--- config.mk ---
export PLATFORM = sky130hd
export DESIGN_NAME = rst_req_ctrl
export DESIGN_NICKNAME = d
export VERILOG_FILES = /design/src/rtl/rst_req_ctrl.sv
export SDC_FILE = /design/constraint.sdc
export NUM_CORES = 1
export LEC_CHECK = 0
export ABC_CLOCK_PERIOD_IN_PS = 2400
export BUFFER_PORTS_ARGS = -buffer_cell sky130_fd_sc_hd__buf_2
export CAP_MARGIN = 10
export CORE_ASPECT_RATIO = 1.1
export CORE_UTILIZATION = 55
export CTS_BUF_LIST = sky130_fd_sc_hd__clkbuf_16
export CTS_CLUSTER_SIZE = 24
export DETAILED_ROUTE_END_ITERATION = 8
export PLACE_DENSITY = 0.82
export SLEW_MARGIN = 25
export SYNTH_ARGS = -nofsm -noshare
export SYNTH_HDL_FRONTEND = slang
export SYNTH_SLANG_ARGS = --single-unit
--- constraint.sdc ---
create_clock -name clk_i -period 2.4 [get_ports clk_i]
set_input_delay 0.72 -clock clk_i [delete_from_list [all_inputs] [get_ports clk_i]]
set_output_delay 0.72 -clock clk_i [all_outputs]
set_load 0.05 [all_outputs]
--- src/rtl/rst_req_ctrl.sv ---
// Reset request controller: arbitrates debug, programmer, watchdog and software
// reset requests into stretched, cooldown-separated ndmreset / prog_rst_n pulses.
module rst_req_ctrl #(
    parameter int unsigned STRETCH_CYCLES  = 16,
    parameter int unsigned COOLDOWN_CYCLES = 4
) (
    input  logic       clk_i,
    input  logic       rst_i,
    input  logic       dbg_ndmreset_i,
    input  logic       prog_req_i,
    input  logic       wdog_bite_i,
    input  logic       sw_rst_req_i,
    input  logic       cause_clr_i,
    output logic       ndmreset_o,
    output logic       prog_rst_no,
    output logic       busy_o,
    output logic [3:0] cause_o
);

    typedef enum logic [1:0] {
        ST_IDLE,
        ST_ASSERT,
        ST_HOLD,
        ST_COOLDOWN
    } state_e;

    typedef enum logic {
        KIND_NDM,
        KIND_PROG
    } kind_e;

    localparam logic [7:0] STRETCH_LOAD  = 8'(STRETCH_CYCLES - 1);
    localparam logic [7:0] COOLDOWN_LOAD = 8'(COOLDOWN_CYCLES - 1);

    state_e     state;
    kind_e      kind;
    logic       level_src;
    logic [7:0] cnt;
    logic       wdog_pend;
    logic       sw_pend;

    logic       wdog_req;
    logic       sw_req;
    logic       any_req;
    logic       level_high;

    assign wdog_req   = wdog_pend | wdog_bite_i;
    assign sw_req     = sw_pend | sw_rst_req_i;
    assign any_req    = dbg_ndmreset_i | prog_req_i | wdog_req | sw_req;
    // Only meaningful for level grants: PROG came from the programmer, NDM from debug.
    assign level_high = (kind == KIND_PROG) ? prog_req_i : dbg_ndmreset_i;

    // Outputs are assigned on each transition so they are registered and track
    // the state they belong to from the same edge.
    always_ff @(posedge clk_i) begin
        if (rst_i) begin
            state       <= ST_IDLE;
            kind        <= KIND_NDM;
            level_src   <= 1'b0;
            cnt         <= '0;
            wdog_pend   <= 1'b0;
            sw_pend     <= 1'b0;
            ndmreset_o  <= 1'b0;
            prog_rst_no <= 1'b1;
            busy_o      <= 1'b0;
        end else begin
            // NOTE: non-blocking throughout; the later grant-clear below overrides
            // this capture because the last scheduled update in the block wins.
            wdog_pend <= wdog_req;
            sw_pend   <= sw_req;

            case (state)
                ST_IDLE: begin
                    if (any_req) begin
                        state  <= ST_ASSERT;
                        cnt    <= STRETCH_LOAD;
                        busy_o <= 1'b1;
                        if (dbg_ndmreset_i) begin
                            kind       <= KIND_NDM;
                            level_src  <= 1'b1;
                            ndmreset_o <= 1'b1;
                        end else if (prog_req_i) begin
                            kind        <= KIND_PROG;
                            level_src   <= 1'b1;
                            prog_rst_no <= 1'b0;
                        end else if (wdog_req) begin
                            kind       <= KIND_NDM;
                            level_src  <= 1'b0;
                            ndmreset_o <= 1'b1;
                            wdog_pend  <= 1'b0;
                        end else begin
                            kind       <= KIND_NDM;
                            level_src  <= 1'b0;
                            ndmreset_o <= 1'b1;
                            sw_pend    <= 1'b0;
                        end
                    end
                end

                ST_ASSERT: begin
                    if (cnt == 8'd0) begin
                        // Skip HOLD when the level source already dropped so the
                        // reset is exactly the minimum width.
                        if (level_src && level_high) begin
                            state <= ST_HOLD;
                        end else begin
                            state       <= ST_COOLDOWN;
                            cnt         <= COOLDOWN_LOAD;
                            ndmreset_o  <= 1'b0;
                            prog_rst_no <= 1'b1;
                        end
                    end else begin
                        cnt <= cnt - 8'd1;
                    end
                end

                ST_HOLD: begin
                    if (!level_high) begin
                        state       <= ST_COOLDOWN;
                        cnt         <= COOLDOWN_LOAD;
                        ndmreset_o  <= 1'b0;
                        prog_rst_no <= 1'b1;
                    end
                end

                ST_COOLDOWN: begin
                    if (cnt == 8'd0) begin
                        state  <= ST_IDLE;
                        busy_o <= 1'b0;
                    end else begin
                        cnt <= cnt - 8'd1;
                    end
                end

                default: begin
                    state       <= ST_IDLE;
                    ndmreset_o  <= 1'b0;
                    prog_rst_no <= 1'b1;
                    busy_o      <= 1'b0;
                end
            endcase
        end
    end

    // Set has priority over clear so a cause arriving with the clear is kept.
    always_ff @(posedge clk_i) begin
        if (rst_i) begin
            cause_o <= 4'b0000;
        end else begin
            cause_o <= (cause_o & ~{4{cause_clr_i}})
                     | {dbg_ndmreset_i, prog_req_i, wdog_bite_i, sw_rst_req_i};
        end
    end

endmodule

# Word-level counts from Yosys, hierarchy flattened
# Cells that the tools add are included.
classes:
  n_eq_ne: 13
  muxes: 42
  n_addsub: 1
  n_bitwise: 8
  reduce_logical: 11
ops:
  columns: ["op", "count"]
  rows:
  - ["2-to-1 mux 8 bit", 5]
  - ["case mux 8 bit (4 select lines)", 1]
  - ["2-to-1 mux 1 bit", 28]
  - ["!= test 2 bit (second input constant)", 8]
  - ["zero test 8 bit", 1]
  - ["2-to-1 mux 2 bit", 4]
  - ["case mux 2 bit (4 select lines)", 1]
  - ["AND reduction 4 bit", 2]
  - ["subtractor 8 x 1 -> 8 bit (second input constant)", 1]
  - ["AND reduction 7 bit", 1]
  - ["!= test 3 bit (second input constant)", 2]
  - ["case mux 1 bit (3 select lines)", 2]
  - ["AND reduction 6 bit", 1]
  - ["bitwise OR 1 bit", 5]
  - ["bitwise AND 4 bit", 1]
  - ["equality test 2 bit (second input constant)", 2]
  - ["inverter 4 bit", 1]
  - ["bitwise OR 4 bit", 1]
  - ["AND reduction 3 bit", 1]
  - ["nonzero test 3 bit", 1]
  - ["equality test 2 x 1 -> 1 bit (second input constant)", 1]
  - ["zero test 2 bit", 1]
  - ["case mux 1 bit (2 select lines)", 1]
  - ["AND reduction 2 bit", 1]
  - ["2 further kinds", 2]
totals:
  input_bits: 7
  register_bits: 21

# Depth between registers and ports, before layout
# Gate-level depths: netlist (run 1).
depth:
  word_depth: 6
  ltp_mapped: 7
  mapped_depth_nobuf: 6

# Worst setup path after synthesis (run 1)
# No wires, ideal clock.
synth_path:
  path_type: "in2reg"
  from: "in prog_req_i"
  to: "reg ndmreset_o"
  path_slack_ns: 0.407
  required_time_ns: 2.279
  setup_time_ns: 0.121
  cell_stages: 4
  arrival_time_ns: 1.872
  cell_sequence: "mux2_2 a32oi_2 o2111ai_2 mux2_4"
synth_between:
  elab_chain_cells: 5
synth_lines:
  columns: ["element", "line_no", "rtl"]
  rows:
  - ["from (decl)", "10", "input logic prog_req_i,"]
  - ["bitwise OR 1 bit (3 in series)", "49", "assign any_req = dbg_ndmreset_i | prog_req_i | wdog_req | sw_req;"]
  - ["!= test 2 bit (no line)", null, null]
  - ["AND reduction 6 bit (no line) (*)", null, null]
  - ["to (signal assigned)", "63", "ndmreset_o <= 1'b0;"]
  - ["to (signal assigned)", "81", "ndmreset_o <= 1'b1;"]
  - ["to (signal assigned)", "89", "ndmreset_o <= 1'b1;"]
  - ["to (decl)", "14", "output logic ndmreset_o,"]
# Mark *: on every way between the ends. The rest lies on a longest branch, timed or not.
# A chain may end at the register's enable or synchronous reset.

# Worst setup path in the final report (run 1)
layout_path:
  from: "reg state[1]"
  to: "reg cnt[7]"
layout_between:
  elab_chain_cells: 3
layout_lines:
  columns: ["element", "line_no", "rtl"]
  rows:
  - ["from (decl)", "35", "state_e state;"]
  - ["from (signal assigned)", "57", "state <= ST_IDLE;"]
  - ["from (signal assigned)", "75", "state <= ST_ASSERT;"]
  - ["from (signal assigned)", "105", "state <= ST_HOLD;"]
  - ["equality test 2 x 1 -> 1 bit, or another cell as far along", "72", "case (state)"]
  - ["!= test 3 bit (no line) / != test 2 bit (equally long branches)", null, null]
  - ["AND reduction 4 bit (no line)", null, null]
  - ["to (signal assigned)", "113", "cnt <= cnt - 8'd1;"]
  - ["to (signal assigned)", "131", "cnt <= cnt - 8'd1;"]
  - ["to (decl)", "38", "logic [7:0] cnt;"]
# Several ways; a longest one is shown, not always the timed one.

==> results of run 1 <==
## placed cells by master (no fill, tap or decap), types with 2 or more instances in the layout
cell type,count
dfxtp_1,21
nor2_1,14
buf_2,13
a21oi_1,12
inv_1,11
nor3_1,6
ha_1,6
buf_4,6
o21ai_0,5
nor4_1,4
nand2_1,4
or4_1,3
a31oi_1,3
a211oi_1,3
o2bb2ai_1,3
o211ai_1,3
nor2b_1,3
clkbuf_16,3
or3b_2,2
nand2b_1,2
o221ai_1,2
nand3_1,2
mux2i_1,2
nand3b_1,2
a21o_1,2
## per-layer routing
| layer | vias to the layer above | track usage, % |
|---|---|---|
| li1 | 599 | - |
| met1 | 568 | 34.26 |
| met2 | 45 | 42.34 |
| met3 | 7 | 3.103 |
| met4 | 0 | 12.04 |
| met5 | - | 0 |
## metrics by stage
| stage | utilization [%] | instances |
|---|---|---|
| 2_1_floorplan | - | 149 |
| 3_3_place_gp | 65.89 | 188 |
| 3_5_place_dp | 65.89 | 188 |
| 4_1_cts | 69.64 | 192 |
| 5_1_grt | 69.64 | 192 |
| 6_report | 69.64 | 192 |
## worst reg2reg max path, delay by kind of cell, from the launching register on
| family | cells | cell delay [ns] |
|---|---|---|
| adder cells (fa/ha/maj) | 1 | 0.40 |
| AO/OA/AOI/OAI | 1 | 0.17 |
| buffers and inverters | 1 | 0.17 |
| flip-flops | 1 | 0.42 |
| AND/OR/NAND/NOR | 3 | 0.83 |
## synth_stat cells (3+ instances only)
library cell	number	area share (%)
dfxtp_1	21	33
nor2_1	14	4.1
a21oi_1	12	4.7
inv_1	10	2.9
ha_1	6	5.9
nor3_1	6	2.4
o21ai_0	5	2.0
clkbuf_1	4	1.2
nand2_1	4	1.2
nor4_1	4	2.0
a211oi_1	3	1.8
a31oi_1	3	1.5
buf_2	3	1.2
nor2b_1	3	1.5
o211ai_1	3	1.8
o2bb2ai_1	3	2.1
or4_1	3	1.8
## final timing paths
kind,to,slack [ns]
setup / recovery,cnt[7],0.35
hold / removal,busy_o,0.47
setup reg to reg,cnt[7],0.35
hold reg to reg,busy_o,0.47
## kinds of logic (layout without fill, tap and decap cells)
family,Yosys count,in the layout,share of synthesized area (%)
fa+ha+maj,6,6,5.882
buf+inv,18,33,5.588
mux,4,4,3.627
simple gates,48,48,20.49
compound gates,52,52,31.47
flops,21,21,32.94
## report_power, final
group	switching, mW	internal (mW)
Clock	0.125	0.222
Sequential	0.101	0.447
Combinational	0.653	0.425
## cell type report
cell class                      instances  area, um^2  share of cell area [%]
Clock buffer                            3       75.07                   5.119
Clock inverter                          1       3.754                  0.2560
Multi-Input combinational cell        110       784.5                   53.50
Inverter                               10       37.54                   2.560
Tap cell                               28       35.03                   2.389
Sequential cell                        21       420.4                   28.67
Timing Repair Buffer                   19       110.1                   7.509
==> flow_summary.toml, run 1 <==
[clocking]
clock-sinks = 21
post_cts_buffers = 0
clk_path_buf_depth = 2
cts_buffers = 3
clock-root-buffer = "clkbuf_16"
htree_levels = 1
cts_tree = "done"
clock_latency_ns = 0.26
clkTransAtPathRegs_ns = 0.06
hold_buffers = 0
cts_resized = 0

[power]
vdd_drop_max_v = 0.001137
finalPower_mw = 1.972
p_leak_nw = 0.5817
power.density_mw_per_mm2 = 1344

[yosys]
async_flop_share_pct = 0
syn_inst = 149
synthDistinctLibCells = 52
synth_nets = 162
syn_avg_cell_area_um2 = 8.565
ys.warnings.count = 0
netlist_area_mm2 = 0.001276
ys_seq_area_share_pct = 32.94
ys_seq_elements = 21
synth_edf_count = 0
synth_ff_type = "dfxtp_1"

[sta]
drv_slew = 0
worst_slew_pin_slew_ns = 0.3936
fmax_mhz = 486.9
finClkSkew_ns = 0.004933
hold_viol = 0
hold_slack_ns = 0.4730
finalCritPeriodShare_pct = 85.57
period_minus_slack_ns = 2.054
setup_tns_ns = 0
slew-limit-headroom_pct = 73.08
setup_viol = 0
setup_slack_ns = 0.3462
rsz0062_at_grt = "no"

[global_route]
grt_max_degree = 25
overflow = 0
grt_pass1_wl_mm = 4.712
grt_pass1_vias = 1087
grt_usage_pct = 26.38
antenna_found_initial = 0

[cells_and_area]
area_growth_syn_to_layout_pct = 14.90
diodes = 0
nets = 178
top_regs = "cnt: 8 flops, cause_o: 4 flops, state: 2 flops"
fillers = 161
largest_reg_flops = 8
stdcell_area_mm2 = 0.001466
drive_gt1_share_pct = 19.51
largest-register = "cnt"

[setup_path]
required_ns = 2.58
worstSetupStartpoint = "state[1]"
ff2ff_path_depth = 6
cp_num_buf_inv = 1
reg2reg_from = "state[1]"
crit_slowest_cell = "or3b_2"
crit_chain = "ha_1 -> nor2_1 -> nor3_1 -> buf_4 -> or3b_2 -> a31oi_1"
worst-setup-path-type = "flop to flop"
arrival_ns = 2.24
worstSetupStartpointType = "flop"
cp-end-kind = "flop"
worstPathMaxFanout = 10
max_stage_delay_ns = 0.46
crit_cells = 6
cp_top_family = "simple AND/OR/NAND/NOR gates"

[route]
wl_met3_um = 149
drt_pass1_iterations = 4
top_layer = "met4"
drc = 0
wl_met1_mm = 1.226
postRouteAntennaNets = 0
drt-initial-drc-count = 49
wire_per_inst_um = 14.77
vias_per_cell = 6.349
vias = 1219
wirelength_mm = 2.836
met2_length_mm = 1.403

[placement]
gp_congestion = 0.8770
port_buffers = 13
dp_slack_ns = 0.1973
placed_area_mm2 = 0.001388
dp_hpwl_mm = 2.033

[floorplanning]
die_width_um = 47.93
dieArea_mm2 = 0.002517
core_mm2 = 0.002106
start_util_pct = 60.61
io_pins = 14
rows = 17
fp.dieH_um = 52.52

[worst_hold_path]
hp-start = "busy_o"
hold_depth = 1
hold_class = "flop to flop"

[status]
status = "completed"

[job]
max_cap_viol_count = 0
No activity file was read; power rests on OpenSTA's default activity.
==> inputs of run 2 (changes only) <==
--- a/config.mk
+++ b/config.mk
@@ -5,6 +5,7 @@
 export SDC_FILE = /design/constraint.sdc
 export NUM_CORES = 1
 export LEC_CHECK = 0
+export ABC_AREA = 1
 export ABC_CLOCK_PERIOD_IN_PS = 2400
 export BUFFER_PORTS_ARGS = -buffer_cell sky130_fd_sc_hd__buf_2
 export CAP_MARGIN = 10
==> constraint.sdc (replaced) <==
create_clock -name clk_i -period 2.4 [get_ports clk_i]
set_input_delay 0.24 -clock clk_i [delete_from_list [all_inputs] [get_ports clk_i]]
set_output_delay 0.24 -clock clk_i [all_outputs]
set_load 0.05 [all_outputs]
==> run 2 against run 1 <==
- count of clock-buffer cells in the layout is the same
- synthesized cell count is 33% higher
- largest power group unchanged
- critical endpoint is now cnt[2]
- critical path type unchanged
- power fell by 9.3%
==> flow_summary.toml, run 2 <==
[cells_and_area]
final_util_pct = 67.95
area_growth_syn_to_layout_pct = 11.97
stdcell_area_mm2 = 0.001416
nets = 226
diodes = 0
top_regs = "cnt: 8 flops, cause_o: 4 flops, state: 2 flops"
fillers = 213
layout_commonest_cell = "nand2_1"
final_cell_mix = "nand2_1 (54), nor2_1 (38), inv_1 (29), dfxtp_1 (21)"
largest-register = "cnt"
largest_reg_flops = 8
drive_gt1_share_pct = 10.85

[yosys]
syn_inst = 198
post-synth-top-count-cell = "nand2_1"
yosys.area.top_type = "dfxtp_1"
yosys-top-cells-count = "nand2_1 (54), nor2_1 (38), inv_1 (29)"
ys_seq_elements = 21
syn_avg_cell_area_um2 = 6.389
synth_nets = 211
synthTopCellsByArea = "dfxtp_1 (33%), nand2_1 (16%), nor2_1 (11%), inv_1 (8.6%), ha_1 (5.9%)"
ys_seq_area_share_pct = 33.23
synthDistinctLibCells = 23
synth_top_cell_area_share_pct = 33.23
synth_ff_type = "dfxtp_1"
ys.warnings.count = 0
netlist_area_mm2 = 0.001265
synth_edf_count = 0
async_flop_share_pct = 0

[setup_path]
cp_num_buf_inv = 1
worstSetupStartpointType = "flop"
crit_chain = "inv_1 -> ha_1 -> nand2_1 -> nor2_1 -> nor2_1 -> nand3_2 -> nand2_1 -> nand2_1 -> nor2_1"
worstPathMaxFanout = 12
reg2reg_from = "state[0]"
required_ns = 2.59
ff2ff_path_depth = 9
worst-setup-path-type = "flop to flop"
r2r_end = "cnt[2]"
max_stage_delay_ns = 0.42
ff2ff_setup_slack_ns = 0.61
cp_top_family = "simple AND/OR/NAND/NOR gates"
cp-end-kind = "flop"
arrival_ns = 1.98
crit_slowest_cell = "dfxtp_1"

[route]
vias = 1192
postRouteAntennaNets = 0
vias_per_cell = 4.967
drt-initial-drc-count = 12
drc = 0
wirelength_mm = 2.594
drt_pass1_iterations = 4
wire_per_inst_um = 10.81

[placement]
gp_congestion = 0.8370
port_buffers = 13
dp_hpwl_mm = 1.957
placed_area_mm2 = 0.001336
dp_slack_ns = 0.6188

[clocking]
clock-sinks = 21
htree_levels = 1
cts_buffers = 3
clock-root-buffer = "clkbuf_16"
cts_tree = "done"
clock_latency_ns = 0.25
clkTransAtPathRegs_ns = 0.06
hold_buffers = 0
cts_resized = 0
clk_path_buf_depth = 2
post_cts_buffers = 0

[power]
power.density_mw_per_mm2 = 1262
p_leak_nw = 0.7434
vdd_drop_max_v = 0.0007995
finalPower_mw = 1.788

[global_route]
grt_max_degree = 13
grt_pass1_wl_mm = 4.491
antenna_found_initial = 0
overflow = 0
grt_usage_pct = 25.53
grt_pass1_vias = 1163

[status]
status = "completed"

[sta]
hold_viol = 0
slew-limit-headroom_pct = 67.63
drv_slew = 0
period_minus_slack_ns = 1.786
fmax_mhz = 560.0
finalCritPeriodShare_pct = 74.40
setup_slack_ns = 0.6144
rsz0062_at_grt = "no"
setup_tns_ns = 0
finClkSkew_ns = 0.001463
setup_viol = 0
worst_slew_pin_slew_ns = 0.4804

[worst_hold_path]
hold_class = "primary input to flop"
hp-start = "sw_rst_req_i"
hold_depth = 3
hold_end = "cause_o[0]"

[floorplanning]
die_width_um = 47.73
dieArea_mm2 = 0.002496
io_pins = 14
rows = 17
fp.dieH_um = 52.30
start_util_pct = 60.68
core_mm2 = 0.002085

[job]
max_cap_viol_count = 0
-- run 2: changes by cell type in the layout (fill, tap and decap cells not counted), moves of 4 or more --
cell     before  now
buf_4         6    0
inv_1        11   29
nand2_1       4   54
nand3_1       2   13
nor2_1       14   38
nor3_1        6    1
nor4_1        4    0
xor2_1        0    4
-- run 2: worst reg2reg max path, cell delays in order, from the launching register on --
cell and delay [ns]:
dfxtp_1 0.42, inv_1 0.12, ha_1 0.29, nand2_1 0.12, nor2_1 0.06, nor2_1 0.16
nand3_2 0.25, nand2_1 0.13, nand2_1 0.05, nor2_1 0.12
-- run 2: cell families (layout without fill, tap and decap cells) --
group | after synthesis | count (layout) | share of synthesized area (%)
compound gates | 20 | 20 | 8.705
xor+xnor | 4 | 4 | 2.769
fa+ha+maj | 6 | 6 | 5.935
buf+inv | 32 | 46 | 10.88
flops | 21 | 21 | 33.23
simple gates | 115 | 115 | 38.48
-- run 2: metrics by stage --
stage / instances / hold WS [ns]
floorplan: 198 / 0.3574
global placement: 236 / 0.4350
detailed placement: 236 / 0.4473
CTS: 240 / 0.2054
global route: 240 / 0.2574
finish: 240 / 0.2072
-- run 2: power breakdown --
group / internal, mW / total, mW / switching, mW / leakage [nW]
sequential: 0.448 / 0.530 / 0.0813 / 0.174
combinational: 0.300 / 0.905 / 0.605 / 0.528
clock: 0.224 / 0.353 / 0.129 / 0.0409
total: 0.972 / 1.79 / 0.816 / 0.743
-- run 2: routing by layer --
metal  up-vias  wire [um]  global-route usage [%]
li1        635          -                       -
met4         0         44                   12.50
met5         -          0                       0
met2        13       1366                   46.40
met3         5         68                   5.172
met1       539       1115                   26.27
-- run 2: layout make-up --
cell class,count,area (um^2),share of cell area [%]
Clock inverter,1,5.005,0.3534
Multi-Input combinational cell,145,706.9,49.91
Sequential cell,21,420.4,29.68
Timing Repair Buffer,13,65.06,4.594
Tap cell,28,35.03,2.473
Clock buffer,3,75.07,5.300
Inverter,29,108.9,7.685
-- run 2: worst max path at each step --
| stage | startpoint | endpoint | slack, ns | depth (start not counted) |
|---|---|---|---|---|
| CTS | state[0] | cnt[2] | 0.61 | 9 |
| detailed placement | state[0] | cnt[2] | 0.62 | 9 |
| global route | state[0] | cnt[2] | 0.40 | 9 |
| finish | state[0] | cnt[2] | 0.61 | 9 |
| global placement | state[0] | cnt[5] | 0.75 | 10 |
| floorplan | state[0] | cnt[0] | 0.88 | 9 |
